--- config.mk ---
export PLATFORM = sky130hd
export DESIGN_NAME = eth_pe_checksum_insert
export DESIGN_NICKNAME = d
export VERILOG_FILES = /design/src/rtl/eth_pe_checksum_insert.sv
export SDC_FILE = /design/constraint.sdc
export NUM_CORES = 1
export LEC_CHECK = 0
export BUFFER_PORTS_ARGS = -buffer_cell sky130_fd_sc_hd__buf_4
export CORE_MARGIN = 2
export CORE_UTILIZATION = 35
export DETAILED_ROUTE_END_ITERATION = 16
export GPL_TIMING_DRIVEN = 0
export MAX_ROUTING_LAYER = met4
export PLACE_DENSITY = 0.56
export SETUP_SLACK_MARGIN = 0.5
export SLEW_MARGIN = 30
export SYNTH_ARGS = -nofsm -noshare
export SYNTH_HDL_FRONTEND = slang
export SYNTH_SLANG_ARGS = --single-unit
--- constraint.sdc ---
create_clock -name pe_clk -period 3.52 [get_ports pe_clk]
set_clock_uncertainty 0.15 [all_clocks]
set_input_delay 0.528 -clock pe_clk [delete_from_list [all_inputs] [get_ports pe_clk]]
set_output_delay 0.528 -clock pe_clk [all_outputs]
set_load 0.02 [all_outputs]
--- src/rtl/eth_pe_checksum_insert.sv ---
// Store-and-forward header buffer that replays a captured IP/ICMP header with the
// generator's checksum written big-endian at a programmable byte offset.
module eth_pe_checksum_insert #(
  parameter int unsigned BUF_DEPTH = 64,
  parameter int unsigned ADDR_W    = 6
) (
  input  logic              pe_clk,
  input  logic              pe_rstn,
  input  logic              pe_logic_clr,
  input  logic              in_start,
  input  logic [ADDR_W-1:0] cksum_offset,
  input  logic              in_valid,
  input  logic [7:0]        in_data,
  input  logic              in_last,
  output logic              in_ready,
  input  logic [15:0]       hw_checksum_in,
  input  logic              hw_checksum_done,
  output logic              out_valid,
  output logic [7:0]        out_data,
  output logic              out_last,
  input  logic              out_ready,
  output logic              insert_done,
  output logic              err_overflow,
  output logic              err_offset
);

  localparam int unsigned CNT_W = ADDR_W + 1;

  localparam logic [1:0] S_IDLE    = 2'd0;
  localparam logic [1:0] S_CAPTURE = 2'd1;
  localparam logic [1:0] S_WAIT    = 2'd2;
  localparam logic [1:0] S_DRAIN   = 2'd3;

  logic [1:0]        state_q, state_d;
  logic [CNT_W-1:0]  wr_ptr_q, wr_ptr_d;
  logic [CNT_W-1:0]  rd_ptr_q, rd_ptr_d;
  logic [CNT_W-1:0]  len_q, len_d;
  logic [ADDR_W-1:0] off_q, off_d;
  logic [15:0]       cksum_q, cksum_d;
  logic              cksum_seen_q, cksum_seen_d;
  logic              in_ready_q, in_ready_d;
  logic              out_valid_q, out_valid_d;
  logic [7:0]        out_data_q, out_data_d;
  logic              out_last_q, out_last_d;
  logic              insert_done_q, insert_done_d;
  logic              err_overflow_q, err_overflow_d;
  logic              err_offset_q, err_offset_d;
  logic              mem_we_c;
  logic              load_c;
  logic              accept_c;
  logic              buf_full_c;
  logic [7:0]        hdr_mem_q [BUF_DEPTH];

  assign buf_full_c = (wr_ptr_q == CNT_W'(BUF_DEPTH));
  assign accept_c   = out_valid_q & out_ready;

  always_comb begin
    state_d        = state_q;
    wr_ptr_d       = wr_ptr_q;
    rd_ptr_d       = rd_ptr_q;
    len_d          = len_q;
    off_d          = off_q;
    cksum_d        = cksum_q;
    cksum_seen_d   = cksum_seen_q;
    out_valid_d    = out_valid_q;
    out_data_d     = out_data_q;
    out_last_d     = out_last_q;
    insert_done_d  = insert_done_q;
    err_overflow_d = err_overflow_q;
    err_offset_d   = err_offset_q;
    mem_we_c       = 1'b0;
    load_c         = 1'b0;

    // First done pulse seen outside IDLE wins; later changes on the bus are ignored.
    if (state_q != S_IDLE && hw_checksum_done && !cksum_seen_q) begin
      cksum_d      = hw_checksum_in;
      cksum_seen_d = 1'b1;
    end

    case (state_q)
      S_IDLE: begin
        if (in_start) begin
          wr_ptr_d       = '0;
          err_overflow_d = 1'b0;
          err_offset_d   = 1'b0;
          insert_done_d  = 1'b0;
          cksum_seen_d   = 1'b0;
          off_d          = cksum_offset;
          state_d        = S_CAPTURE;
        end
      end
      S_CAPTURE: begin
        if (in_valid) begin
          if (buf_full_c) begin
            err_overflow_d = 1'b1;
          end else begin
            mem_we_c = 1'b1;
            wr_ptr_d = wr_ptr_q + CNT_W'(1);
          end
          if (in_last) begin
            len_d   = buf_full_c ? wr_ptr_q : wr_ptr_q + CNT_W'(1);
            state_d = S_WAIT;
          end
        end
      end
      S_WAIT: begin
        if (cksum_seen_q || hw_checksum_done) begin
          err_offset_d = ((CNT_W'(off_q) + CNT_W'(1)) >= len_q);
          rd_ptr_d     = '0;
          state_d      = S_DRAIN;
        end
      end
      default: begin
        load_c = (!out_valid_q || out_ready) && (rd_ptr_q < len_q);
        if (load_c) begin
          out_valid_d = 1'b1;
          out_last_d  = (rd_ptr_q == len_q - CNT_W'(1));
          rd_ptr_d    = rd_ptr_q + CNT_W'(1);
          if (!err_offset_q && rd_ptr_q == CNT_W'(off_q)) begin
            out_data_d = cksum_q[15:8];
          end else if (!err_offset_q && rd_ptr_q == CNT_W'(off_q) + CNT_W'(1)) begin
            out_data_d = cksum_q[7:0];
          end else begin
            out_data_d = hdr_mem_q[rd_ptr_q[ADDR_W-1:0]];
          end
        end else if (accept_c) begin
          out_valid_d = 1'b0;
        end
        if (accept_c && out_last_q) begin
          out_valid_d   = 1'b0;
          out_last_d    = 1'b0;
          insert_done_d = 1'b1;
          state_d       = S_IDLE;
        end
      end
    endcase

    // Synchronous clear aborts any capture or drain without emitting out_last.
    if (pe_logic_clr) begin
      state_d        = S_IDLE;
      wr_ptr_d       = '0;
      rd_ptr_d       = '0;
      len_d          = '0;
      off_d          = '0;
      cksum_d        = '0;
      cksum_seen_d   = 1'b0;
      out_valid_d    = 1'b0;
      out_data_d     = '0;
      out_last_d     = 1'b0;
      insert_done_d  = 1'b0;
      err_overflow_d = 1'b0;
      err_offset_d   = 1'b0;
      mem_we_c       = 1'b0;
    end

    in_ready_d = (state_d == S_CAPTURE);
  end

  always_ff @(posedge pe_clk or negedge pe_rstn) begin
    if (!pe_rstn) begin
      state_q        <= S_IDLE;
      wr_ptr_q       <= '0;
      rd_ptr_q       <= '0;
      len_q          <= '0;
      off_q          <= '0;
      cksum_q        <= '0;
      cksum_seen_q   <= 1'b0;
      in_ready_q     <= 1'b0;
      out_valid_q    <= 1'b0;
      out_data_q     <= '0;
      out_last_q     <= 1'b0;
      insert_done_q  <= 1'b0;
      err_overflow_q <= 1'b0;
      err_offset_q   <= 1'b0;
    end else begin
      state_q        <= state_d;
      wr_ptr_q       <= wr_ptr_d;
      rd_ptr_q       <= rd_ptr_d;
      len_q          <= len_d;
      off_q          <= off_d;
      cksum_q        <= cksum_d;
      cksum_seen_q   <= cksum_seen_d;
      in_ready_q     <= in_ready_d;
      out_valid_q    <= out_valid_d;
      out_data_q     <= out_data_d;
      out_last_q     <= out_last_d;
      insert_done_q  <= insert_done_d;
      err_overflow_q <= err_overflow_d;
      err_offset_q   <= err_offset_d;
    end
  end

  // Header storage only; no reset needed since reads never pass the captured length.
  always_ff @(posedge pe_clk) begin
    if (mem_we_c) begin
      hdr_mem_q[wr_ptr_q[ADDR_W-1:0]] <= in_data;
    end
  end

  assign in_ready     = in_ready_q;
  assign out_valid    = out_valid_q;
  assign out_data     = out_data_q;
  assign out_last     = out_last_q;
  assign insert_done  = insert_done_q;
  assign err_overflow = err_overflow_q;
  assign err_offset   = err_offset_q;

endmodule

==> results.md, run 1 <==
- In this design, the stage delay of the slowest critical-path cell is 0.50 ns.
- The number of instances in the synthesized netlist is 1399.
- The area growth from synthesis to layout is 21.8%.
- Static timing analysis puts the maximum clock frequency at 337 MHz.
- The reg-to-reg setup timing slack is 0.56 ns.
- The total routing usage reported by global routing is 17.9%.
- STA classifies the critical path startpoint as a register.
- The clock insertion delay at the later pin of the skew report is 0.65 ns.
- The die boundary width is 264 µm.
- For this run the aggregate overflow at the end of global routing stands at 0.
- The critical path class is reg -> reg.
- Yosys mapped a number of flops with a built-in enable equal to 512.
- In this run, CTS created clock tree buffers numbering 60.
- The clock period minus worst slack is 2.96 ns.
- The family with the most delay on the worst path is compound AO/OA/AOI/OAI gates.
- Counting along the longest clock path gives a buffer depth of 3.
- The max-slew violation count is 0.
- The final setup violation count is 0.
- The ratio of total power to cell area is 580 mW/mm².
- The total clock sinks is 572.
- The die is 264 µm tall.
- The clock-pin slew of the registers on the worst-case setup and hold paths is 0.06 ns.
- The critical path goes through buf_2, nand2b_1, clkbuf_2, nor2_2, a221oi_1, o221ai_1, o21ai_1, o211a_1, a221o_1.
- Together, buffers and inverters on the worst path number 2.
- The number of endpoints with negative hold slack in the final report was 0.
- Data on the critical path is required at its endpoint by 3.87 ns.
- The pin count of the biggest net entering global routing is 65.
- Once the floorplan was initialized, standard cells occupied 35.3% of the core.
- The via count of the first global-routing pass is 13700.
- The via density per instance is 5.34.
- The count of placed standard cells in the final layout, fillers left out is 2502.
- The arrival time at the worst endpoint is 3.32 ns.
- The die outline area is 0.0697 mm².
- In this run, synthesis produced a sequential element count of 572.
- Synthesis produced a netlist with a net count of 1461.
- Overall power consumption after layout is estimated at 0.0167 W.
- The worst slew slack as a fraction of its limit is 35.8%.
- The max-cap check violation count is 0.
- TritonCTS built the clock tree.
- The number of antenna violations at the first check in global routing was 0.
- The share of the clock period used by the worst path after layout is 84.2%.
- For the final routed database, the setup TNS stands at 0 ns.
- For this run, the number of Yosys warnings is 0.
- The via count is 13400.
- The post-DP HPWL is 38.8 mm.
- For this design, the slowest cell found on the critical path is sky130_fd_sc_hd__nor2_2.
- The first global-routing pass estimated 89.6 mm of wire.
- STA classifies the critical path endpoint as a register.
- The fraction of synthesis flops using an asynchronous set or reset pin is 10.5%.
- The number of design-rule violations left by the first detailed-router iteration is 1219.
- The H-tree was split into 2 levels.
- Input and output buffers added on the ports amount to 51.
- The analysis attributes to cell leakage a power of 9.29 nW.
- The number of nets with antenna violations after routing is 0.
- The netlist uses 56 different library cells.
- The sum of routed wire length over all layers is 61.2 mm.
- The fraction of layout instances using a drive strength above 1 is 26.9%.
- After synthesis, the mean cell area works out to 16.9 µm².
- The number of iterations in the first detailed-routing pass is 5.
- The portion of the post-synthesis area used by sequential elements is 71.3%.
- Once placement completed, the tool counted placed cells totaling 2323.
- The final layout contains 1643 nets.
- Setup repair after global routing could not meet its margin everywhere.
- The clock tree root driver cell is sky130_fd_sc_hd__clkbuf_16.
- The placer congestion estimate is 0.853.
- After detailed routing, the average wire length per cell comes to 24.5 µm.
- For the pin with the worst max-slew slack, the measured transition is 0.962 ns.
- The run finished with clean final reports.
- The worst supply voltage drop on vdd is 359 µV.
- The region available for standard cell placement spans 0.0670 mm².
- The floorplan has 95 rows.
- The largest fanout of any net on the critical path is 9.
- The path type of the worst min-delay path is in -> reg.
- Among all flip-flop cells after synthesis, the most frequent one is sky130_fd_sc_hd__edfxtp_1.
- The post-synthesis instance area is 0.0237 mm².
- 52 I/O pins were placed.
- The number of antenna diodes in the final layout is 0.
- After detailed routing, the number of remaining DRC violations is 0.
worst min-delay path: cells and delay by family:
family | cells | cell delay (ns)
compound gates | 1 | 0.06
buf+inv | 1 | 0.11
simple gates | 1 | 0.06
report_power, final:
part,internal [W],switching (W)
logic,0.00140,0.00185
clock network,0.00330,0.00263
registers,0.00746,0.0000770
total,0.0122,0.00456
through the flow:
| step | hold slack [ns] | util, % | instance area (µm²) | worst slack (ns) |
|---|---|---|---|---|
| 3_3_place_gp | 0.349 | 37.5 | 25100 | -0.618 |
| 6_report | 0.0273 | 43.0 | 28800 | 0.556 |
| 5_1_grt | 0.0298 | 43.0 | 28800 | 0.428 |
| 3_5_place_dp | 0.342 | 37.5 | 25100 | -0.701 |
| 2_1_floorplan | 0.0824 | - | 23700 | 0.518 |
| 4_1_cts | 0.00445 | 42.1 | 28200 | 0.417 |
synthesized netlist by cell type, types with 18 or more instances:
library cell	n	share of area, %
sky130_fd_sc_hd__a22o_1	27	1.0
sky130_fd_sc_hd__clkbuf_1	35	0.56
sky130_fd_sc_hd__ha_1	24	1.3
sky130_fd_sc_hd__o22ai_1	25	0.66
sky130_fd_sc_hd__inv_1	19	0.30
sky130_fd_sc_hd__xor2_1	18	0.67
sky130_fd_sc_hd__nand3_1	19	0.40
sky130_fd_sc_hd__nand2_1	45	0.71
sky130_fd_sc_hd__nor2_1	138	2.2
sky130_fd_sc_hd__edfxtp_1	512	65
sky130_fd_sc_hd__o211ai_1	18	0.57
sky130_fd_sc_hd__mux2i_1	112	4.7
sky130_fd_sc_hd__dfrtp_1	60	6.3
sky130_fd_sc_hd__mux4_2	80	7.6
sky130_fd_sc_hd__a21oi_1	21	0.44
sky130_fd_sc_hd__o21ai_0	31	0.66
routing by layer:
metal  routed length (µm)  GRT usage, %  vias up
met5                    0             -        -
met4                 1610          4.99        0
met3                 3190          2.52       87
met2                29300          28.5      404
met1                27100          24.0     6914
li1                     -             -     5954
layout make-up:
cell class                 count  area [µm²]
buffer                        76         576
clock buffer                  71        1560
clock inverter                39         260
fill                        5910       38200
inverter                      19        71.3
multi-input combinational    732        7080
sequential                   572       16900
tap                          873        1090
timing repair buffer         120        1300
timing repair:
action	4_1_cts	5_1_grt
pin swaps	17	22
hold buffers	18	0
setup endpoints to repair	529	501
endpoints found under the hold margin	77	0
gates resized for setup	214	44
buffers inserted	22	28
path summary, 6_finish.rpt:
path / from / depth (start not counted) / to
max in group asynchronous: pe_rstn / 2 / out_data[7]
worst min-delay path: cksum_offset[3] / 3 / off_q[3]
worst max register to register: rd_ptr_q[2] / 9 / out_data[7]
min in group asynchronous: pe_rstn / 2 / insert_done
worst max-delay path: rd_ptr_q[2] / 9 / out_data[7]
worst min register to register: cksum_q[1] / 1 / cksum_q[1]
placed cells by master (no fill, tap or decap), types with 12 or more instances in the layout:
cell type / n
sky130_fd_sc_hd__clkbuf_16: 61
sky130_fd_sc_hd__o211ai_1: 18
sky130_fd_sc_hd__o22ai_1: 25
sky130_fd_sc_hd__xor2_1: 18
sky130_fd_sc_hd__mux2i_1: 112
sky130_fd_sc_hd__a21oi_1: 20
sky130_fd_sc_hd__a211oi_1: 14
sky130_fd_sc_hd__dfrtp_1: 60
sky130_fd_sc_hd__clkbuf_2: 13
sky130_fd_sc_hd__clkbuf_1: 28
sky130_fd_sc_hd__clkinv_2: 12
sky130_fd_sc_hd__clkinv_1: 21
sky130_fd_sc_hd__a22oi_1: 13
sky130_fd_sc_hd__nor2_1: 67
sky130_fd_sc_hd__nand2_1: 38
sky130_fd_sc_hd__buf_6: 14
sky130_fd_sc_hd__o21ai_0: 26
sky130_fd_sc_hd__a22o_1: 27
sky130_fd_sc_hd__buf_12: 32
sky130_fd_sc_hd__ha_1: 24
sky130_fd_sc_hd__nand3_1: 15
sky130_fd_sc_hd__dlygate4sd3_1: 18
sky130_fd_sc_hd__inv_1: 19
sky130_fd_sc_hd__nor2_4: 67
sky130_fd_sc_hd__buf_4: 80
sky130_fd_sc_hd__edfxtp_1: 512
sky130_fd_sc_hd__nor2b_1: 15
sky130_fd_sc_hd__mux4_2: 80
sky130_fd_sc_hd__xnor2_1: 14
sequential cells by signal (all words and copies together) (netlist names), 2 cells and up:
| name | count |
|---|---|
| cksum_q | 16 |
| out_data | 8 |
| wr_ptr_q | 7 |
| rd_ptr_q | 7 |
| len_q | 7 |
| state_q | 2 |
| off_q | 6 |
| hdr_mem_q | 512 |
cell families (layout without fill, tap and decap cells):
logic type               count (synthesis)  in the layout  synth area share, %
flip-flops                             572            572                 71.3
buffers and inverters                   95            325                 2.00
multiplexers                           202            202                 12.8
XOR/XNOR                                33             33                 1.28
adder cells (fa/ha/maj)                 24             24                 1.27
AO/OA/AOI/OAI                          205            205                 6.22
AND/OR/NAND/NOR                        268            268                 5.08
No activity file was read; power rests on OpenSTA's default activity.
==> inputs of run 2 (changes only) <==
--- a/config.mk
+++ b/config.mk
@@ -11,7 +11,7 @@
 export DETAILED_ROUTE_END_ITERATION = 16
 export GPL_TIMING_DRIVEN = 0
 export MAX_ROUTING_LAYER = met4
-export PLACE_DENSITY = 0.56
+export PLACE_DENSITY = 0.57
 export SETUP_SLACK_MARGIN = 0.5
 export SLEW_MARGIN = 30
 export SYNTH_ARGS = -nofsm -noshare
==> constraint.sdc (replaced) <==
create_clock -name pe_clk -period 2.6 [get_ports pe_clk]
set_clock_uncertainty 0.15 [all_clocks]
set_input_delay 0.39 -clock pe_clk [delete_from_list [all_inputs] [get_ports pe_clk]]
set_output_delay 0.39 -clock pe_clk [all_outputs]
set_load 0.02 [all_outputs]
==> run 2 against run 1 <==
  * The run now ends with negative setup slack left
  * Cell count rose by 0.68%
  * Clock power increased by 44%
  * Sequential share of layout area shrank 1.7 points
  * Combinational power up 58%
  * Total power rose by 43%
  * First-iteration DRC count up 6.5%
  * Register-to-register slack lost 0.76 ns
  * Global-route usage is 0.62 points higher
  * Via count up 0.84%
  * Highest routed layer unchanged
==> results.md, run 2 (synthesis results as in run 1) <==
- In the layout the commonest cells are 512 x sky130_fd_sc_hd__edfxtp_1, 104 x sky130_fd_sc_hd__mux2i_1, 89 x sky130_fd_sc_hd__buf_4.
- The final critical path takes up 108% of the cycle.
- The standby leakage power is 9.53 nW.
- At the end of the flow, the number of nets in the layout was 1659.
- Setup repair after global routing could not meet its margin everywhere.
- For this run, design rule violations remaining after detail routing come to 0.
- The final reports fail on negative setup slack.
- Along the worst path, the maximum fanout reaches 9.
- The run finished, with violations left.
- The number of diodes added for antenna fixing is 0.
- The path type of the worst min-delay path is in -> reg.
- The critical path class is reg -> reg.
- The via count is 13500.
- The area growth from synthesis to final layout is 25.5%.
- The startpoint class of the critical path is a register.
- After filler insertion, the fill cell instance count of the layout stands at 5826.
- The pin count of the biggest net entering global routing is 65.
- The initialized floorplan defines 95 standard-cell rows.
- The aggregate negative setup slack is -1.21 ns.
- The critical path endpoint category is a register.
- The via count of the first global-routing pass is 13900.
- At the end of routability-driven placement, the weighted congestion stood at 0.835.
- The first TritonRoute pass finished after 5 iterations.
- The number of design-rule violations left by the first detailed-router iteration is 1298.
- The arrival time at the worst endpoint is 3.16 ns.
- The max-slew violation count is 0.
- The slowest stage cell on the critical path is sky130_fd_sc_hd__dfrtp_1.
- The sum of routed wire length over all layers is 62.8 mm.
- The TritonCTS clock tree is done.
- The residual overflow from global routing is 0.
- The signal on the critical path passes through buf_2, nand2b_1, clkbuf_2, nor2_4, a221oi_1, o221ai_2, o21ai_2, o211a_4, a221o_1.
- The measured slew at the worst slew-check pin is 0.835 ns.
- The placement-stage worst setup slack is -1.22 ns.
- Across the VDD grid, the largest voltage drop is 679 µV.
- The height of the die is 264 µm.
- The post-DP HPWL is 39.5 mm.
- The total clock sinks is 572.
- Measured along the x axis, the die boundary spans 264 µm.
- Setup violations remaining at the end of the flow were counted as 14.
- Of the cells placed in the final design, the portion with a size suffix greater than 1 is 32.8%.
- The core outline area is 0.0670 mm².
- After clock tree synthesis, the clock-pin slew on the worst setup and hold paths is 0.06 ns.
- For the finished layout, the period the worst path requires is 2.80 ns.
- Once detail routing completed, the nets flagged for antenna violations numbered 0.
- The via density per instance is 5.35.
- The number of antenna violations at the first check in global routing is 0.
- The global-route wire length before repair is 92.2 mm.
- The number of endpoints with negative hold slack in the final report is 0.
- The design draws 0.0239 W.
- Pin placement for this block handled 52 I/O pins.
- The TritonCTS buffer count is 60.
- For the worst setup path, the data required time is 2.96 ns.
- The H-tree generated during clock tree synthesis spans 2 levels.
- The peak clock frequency supported by timing is 357 MHz.
- The critical path buffer and inverter count is 2.
- No sink is reached through more buffers than the 3 on the longest clock path.
- The die outline area is 0.0697 mm².
- The most frequent standard cell in the layout excluding fill and tap cells is sky130_fd_sc_hd__edfxtp_1.
- The family with the most delay on the worst path is compound AO/OA/AOI/OAI gates.
- For the worst-skew pair, the clock arrives at the later sink with an insertion delay of 0.66 ns.
- The flip-flop count of the largest register after layout is 512.
- The delay of the slowest critical-path stage is 0.38 ns.
- The ratio of total power to cell area is 804 mW/mm².
- The utilization after layout is 44.3%.
- The starting density of the core is 35.3%.
- Global routing consumed, over all layers together, 18.5% of the routing resources.
- In this run the clock root is driven by a sky130_fd_sc_hd__clkbuf_16.
- The wire length per cell is 24.9 µm.
- Max-cap violations in this run came to 0.
- Input and output buffers added on the ports amount to 51.
- The post-route worst setup slack is -0.201 ns.
- The worst slew slack as a fraction of its limit is 44.2%.
[run 2: changes by cell type in the layout (fill, tap and decap cells not counted), moves of 7 or more]
cell,delta
sky130_fd_sc_hd__clkbuf_1,-14
sky130_fd_sc_hd__buf_12,-11
sky130_fd_sc_hd__buf_4,+9
sky130_fd_sc_hd__mux2i_1,-8
sky130_fd_sc_hd__buf_6,+7
sky130_fd_sc_hd__mux2i_2,+7
[run 2: final cells by class]
type / count / area (µm²) / share of cell area [%]
clock buffer: 66 / 1520 / 5.13
clock inverter: 45 / 440 / 1.48
buffer: 76 / 768 / 2.59
inverter: 19 / 83.8 / 0.282
timing repair buffer: 136 / 1330 / 4.48
multi-input combinational: 732 / 7570 / 25.5
sequential: 572 / 16900 / 56.9
tap: 873 / 1090 / 3.68
[run 2: final timing paths]
kind	from	to	slack (ns)	cells past startpoint
min in group asynchronous	pe_rstn	err_overflow	0.25	2
worst min register to register	cksum_q[7]	cksum_q[7]	0.36	1
worst max-delay path	rd_ptr_q[2]	out_data[7]	-0.20	9
worst min-delay path	hw_checksum_done	cksum_seen_q	0.03	4
max in group asynchronous	pe_rstn	off_q[0]	1.49	2
worst max register to register	rd_ptr_q[2]	out_data[7]	-0.20	9
[run 2: worst reg2reg max path, stage by stage, from the launching register on]
cell	delay [ns]
sky130_fd_sc_hd__dfrtp_1	0.38
sky130_fd_sc_hd__buf_2	0.23
sky130_fd_sc_hd__nand2b_1	0.19
sky130_fd_sc_hd__clkbuf_2	0.31
sky130_fd_sc_hd__nor2_4	0.38
sky130_fd_sc_hd__a221oi_1	0.22
sky130_fd_sc_hd__o221ai_2	0.15
sky130_fd_sc_hd__o21ai_2	0.15
sky130_fd_sc_hd__o211a_4	0.27
sky130_fd_sc_hd__a221o_1	0.26
[run 2: layer usage]
metal / vias up / GRT usage (%) / routed length, µm
li1: 5979 / - / -
met1: 6975 / 24.6 / 27200
met2: 435 / 29.3 / 30400
met3: 82 / 3.02 / 3720
met4: 0 / 5.57 / 1490
met5: - / - / 0
[run 2: power breakdown]
group | switching (W) | internal [W]
combinational | 0.00280 | 0.00234
clock | 0.00361 | 0.00491
sequential | 0.000101 | 0.0101
total | 0.00651 | 0.0174
[run 2: metrics by stage]
stage | instances | cell area [µm²] | hold slack (ns)
after floorplan | 1399 | 24400 | -0.0556
after global placement | 2323 | 25900 | 0.347
after detailed placement | 2323 | 25900 | 0.346
after CTS | 2501 | 29300 | 0.00180
after global routing | 2519 | 29700 | 0.0447
final | 2519 | 29700 | 0.0255
[run 2: timing repair]
item,in CTS,in global routing
resized for setup,184,52
endpoints found under the hold margin,84,0
pin swaps,32,38
cloned,0,2
endpoints found under the setup margin,558,553
setup buffers,43,16
hold buffers,24,0
==> inputs of run 3 (changes only) <==
--- a/config.mk
+++ b/config.mk
@@ -5,6 +5,7 @@
 export SDC_FILE = /design/constraint.sdc
 export NUM_CORES = 1
 export LEC_CHECK = 0
+export ABC_AREA = 1
 export BUFFER_PORTS_ARGS = -buffer_cell sky130_fd_sc_hd__buf_4
 export CORE_MARGIN = 2
 export CORE_UTILIZATION = 35
@@ -12,6 +13,7 @@
 export GPL_TIMING_DRIVEN = 0
 export MAX_ROUTING_LAYER = met4
 export PLACE_DENSITY = 0.57
+export REMOVE_ABC_BUFFERS = 1
 export SETUP_SLACK_MARGIN = 0.5
 export SLEW_MARGIN = 30
 export SYNTH_ARGS = -nofsm -noshare
==> run 3 against run 2 <==
  * The run now ends clean
  * Critical path depth is 9 higher
  * Final area is 7.4% higher
  * Clock power is 1% lower
  * Sequential share of layout area is 3.9 points lower
  * First-iteration DRC count is 44% higher
  * Via count is 34% higher
  * Non-clock buffer count is 16 higher
  * Total power is 15% higher
  * Register-to-register slack better by 0.40 ns
  * Worst setup slack better by 0.40 ns
  * Sequential cell count stayed put
  * Critical path type unchanged
  * Highest routed layer unchanged
==> results.md, run 3 <==
- The port buffer count is 51.
- The critical path class is reg -> reg.
- After synthesis, the most frequently instantiated cells are 792 x sky130_fd_sc_hd__nand2_1, 512 x sky130_fd_sc_hd__edfxtp_1, 429 x sky130_fd_sc_hd__nand3_1.
- The number of antenna violations at the first check in global routing is 0.
- The H-tree depth is 2.
- The combinational family with the most area after synthesis is simple AND/OR/NAND/NOR gates.
- In this run the remaining antenna-violating nets after routing total 0.
- The standby leakage power is 11.9 nW.
- Summing the areas of all compound-gate instances in the mapped netlist gives 2.14% of the synthesized area.
- The dominant cell type by area after synthesis is sky130_fd_sc_hd__edfxtp_1.
- Data on the critical path is required at its endpoint by 2.96 ns.
- The synthesized netlist occupies a cell area of 0.0248 mm².
- The library cell used most frequently in the layout, excluding fill and tap cells, is sky130_fd_sc_hd__nand2_1.
- The Yosys step of the flow raised 0 warnings.
- The TritonCTS buffer count is 59.
- The cell count of the worst hold path is 4.
- The clock tree root driver cell is sky130_fd_sc_hd__clkbuf_16.
- The number of iterations in the first detailed-routing pass is 6.
- The post-route worst hold slack is 0.0718 ns.
- After filler insertion, the fill cell instance count of the layout stands at 6151.
- VDD sags by at most 577 µV.
- The count of flip-flops with a built-in enable after synthesis is 512.
- The remaining design rule violation count is 0.
- The path type of the worst min-delay path is in -> reg.
- The repair_antennas step left the layout with diodes totalling 0.
- For the pin with the worst max-slew slack, the measured transition is 0.850 ns.
- The worst hold path begins at pe_logic_clr.
- After clock tree synthesis, the clock-pin slew on the worst setup and hold paths is 0.06 ns.
- The die covers 0.0729 mm².
- Subtracting the final worst setup slack from the clock period gives 2.41 ns.
- The ratio of total power to cell area is 863 mW/mm².
- The beginning of the worst register-to-register path is rd_ptr_q[1].
- Clock latency on the worst-skew pair, taken at its later pin, is 0.63 ns.
- In this run the worst path has a maximum fanout of 6.
- Summing the areas of all xor and xnor instances in the mapped netlist gives 0.702% of the synthesized area.
- The starting density of the core is 35.4%.
- The sequential cell area is 0.0169 mm².
- The worst reg2reg path depth is 18.
- The total placed cells including tap cells is 3207.
- Using the TritonRoute via totals, the vias-per-cell ratio works out to 5.20.
- In this run, distinct cell masters in the synthesized netlist total 43.
- The reg-to-reg setup timing slack is 0.19 ns.
- The worst setup path is captured at a register.
- The flow ran to the end, and the final reports show no timing, DRC or antenna violations.
- After routing the design area is 0.0319 mm².
- The placed instances occupy a cell area of 0.0261 mm².
- The max-cap check violation count is 0.
- Measured along the y axis, the die boundary spans 270 µm.
- After synthesis, the share of flip-flops with an asynchronous set or reset is 10.5%.
- Global routing consumed, over all layers together, 19.9% of the routing resources.
- The startpoint class of the critical path is a register.
- Summing over every cut layer, the via total after detailed routing is 18100.
- After synthesis, flip-flops and latches occupy 68.2% of the total area.
- 52 I/O pins were placed.
- The initialized floorplan defines 97 standard-cell rows.
- The placer congestion estimate is 0.846.
- The worst register-to-register path ends at out_data[2].
- The arrival time at the worst endpoint is 2.76 ns.
- The final setup violation count is 0.
- The max-slew violation count is 0.
- The number of buffers between clock root and the deepest sink is 3.
- In this run the horizontal extent of the chip is 270 µm.
- The dominant cell by count in the synthesized netlist is sky130_fd_sc_hd__nand2_1.
- The top cell type by area accounts for 62.1% of the synthesized area.
- After Yosys synthesis, and, or, nand and nor cells account for 24.3% of the synthesized area.
- Setup repair after global routing could not meet its margin everywhere.
- The peak clock frequency supported by timing is 416 MHz.
- In the post-synthesis netlist, the biggest area contributors are sky130_fd_sc_hd__edfxtp_1 62%, sky130_fd_sc_hd__nand2_1 12%, sky130_fd_sc_hd__nand3_1 8.7%, sky130_fd_sc_hd__dfrtp_1 6.1%, sky130_fd_sc_hd__nor2_1 1.9%.
- The share of the clock period used by the worst path after layout is 92.5%.
- Compared with the post-synthesis result, the final layout area differs by 28.8%.
- Among all flip-flop cells after synthesis, the most frequent one is sky130_fd_sc_hd__edfxtp_1.
- Once layout is complete, the cells apart from fillers number 3482.
- The number of endpoints with negative hold slack in the final report is 0.
- The via count of the first global-routing pass is 17500.
- The first global-routing pass estimated 108 mm of wire.
- The top cell types in the final layout, fill and taps aside, are 761 x sky130_fd_sc_hd__nand2_1, 512 x sky130_fd_sc_hd__edfxtp_1, 405 x sky130_fd_sc_hd__nand3_1.
- The area of the multi-input gates is 0.00804 mm².
- The path with the worst hold slack has its endpoint at rd_ptr_q[6].
- Counting every instance in the synthesized netlist gives 2323.
- The core outline area is 0.0700 mm².
- The post-DP HPWL is 36.5 mm.
- The flip-flop count of the largest register after layout is 512.
- Measured against the total synthesized area, the mux share comes to 0.0455%.
- The fraction of layout instances using a drive strength above 1 is 19.7%.
- Entering global routing, the biggest net connects 65 pins.
- The synthesis-stage register bit count is 572.
- Cells fill 45.5% of the core in the end.
- After the first detailed-routing iteration, the DRC count stood at 1867.
- The worst slew slack as a fraction of its limit is 43.2%.
- After detailed routing, the total wire length is 72.5 mm.
- In the final routed layout, each cell accounts on average for 20.8 µm.
- TritonCTS built the clock tree.
- In this run the mean area of a mapped cell was 10.7 µm².
- The adder and majority gate portion of the synthesized area is 1.21%.
- For this design, the sink count on the clock tree is 572.
- The residual overflow from global routing is 0.
- In the final design database the tool counted 2560 nets.
-- run 3: repair_timing --
action / 4_1_cts / 5_1_grt
hold buffers: 26 / 0
buffers inserted: 90 / 21
setup endpoints to repair: 554 / 556
cloned: 26 / 7
gates resized for setup: 238 / 93
pin swaps: 58 / 80
hold endpoints to repair: 86 / 0
-- run 3: worst max-delay path by stage --
stage,start,to
floorplan,rd_ptr_q[0],out_valid
global placement,rd_ptr_q[0],out_valid
global route,rd_ptr_q[1],out_data[5]
detailed placement,rd_ptr_q[0],rd_ptr_q[0]
finish,rd_ptr_q[1],out_data[2]
CTS,rd_ptr_q[0],out_data[3]
-- run 3: area by class of cell --
class                           count  share of cell area [%]
Clock buffer                       76                    5.15
Clock inverter                     29                   0.863
Inverter                           97                    1.42
Multi-Input combinational cell   1535                    25.2
Sequential cell                   572                    53.0
Tap cell                          940                    3.69
Timing Repair Buffer              228                    10.4
Timing Repair inverter              5                   0.228
-- run 3: critical path, stage by stage (launching register included) --
cell                        delay (ns)
sky130_fd_sc_hd__dfrtp_4          0.52
sky130_fd_sc_hd__buf_12           0.15
sky130_fd_sc_hd__buf_16           0.14
sky130_fd_sc_hd__clkinv_16        0.07
sky130_fd_sc_hd__buf_16           0.12
sky130_fd_sc_hd__buf_4            0.16
sky130_fd_sc_hd__nand3_1          0.08
sky130_fd_sc_hd__nand2_1          0.09
sky130_fd_sc_hd__nand2_1          0.07
sky130_fd_sc_hd__nand2_1          0.08
sky130_fd_sc_hd__inv_1            0.05
sky130_fd_sc_hd__nand2_2          0.09
sky130_fd_sc_hd__nand2_1          0.07
sky130_fd_sc_hd__nand2_1          0.11
sky130_fd_sc_hd__nor2_4           0.05
sky130_fd_sc_hd__nand2_2          0.09
sky130_fd_sc_hd__nand2_1          0.06
sky130_fd_sc_hd__nand2_1          0.06
sky130_fd_sc_hd__nand2_1          0.05
-- run 3: report_power, final --
part / switching (W) / internal, W
combinational: 0.00542 / 0.00334
sequential: 0.000176 / 0.0102
clock: 0.00349 / 0.00491
-- run 3: stage by stage --
step / power [W] / setup WS (ns) / setup TNS [ns]
floorplan: 0.0146 / -7.26 / -274.77
global placement: 0.0156 / -16.35 / -765.71
detailed placement: 0.0165 / -1.61 / -553.39
CTS: 0.0269 / 0.187 / 0
global route: 0.0287 / 0.0943 / 0
finish: 0.0275 / 0.194 / 0
-- run 3: routing by layer --
layer | share of wire (%) | GRT usage, %
met1 | 42 | 26.1
met2 | 48 | 32.0
met3 | 6.7 | 2.78
met4 | 3.1 | 6.15
met5 | 0 | -
-- run 3: cell families (layout without fill, tap and decap cells) --
family | count (synthesis) | after routing
AND/OR/NAND/NOR | 1392 | 1392
multiplexers | 1 | 1
adder cells (fa/ha/maj) | 24 | 24
AO/OA/AOI/OAI | 99 | 99
XOR/XNOR | 19 | 19
flip-flops | 572 | 572
buffers and inverters | 216 | 435
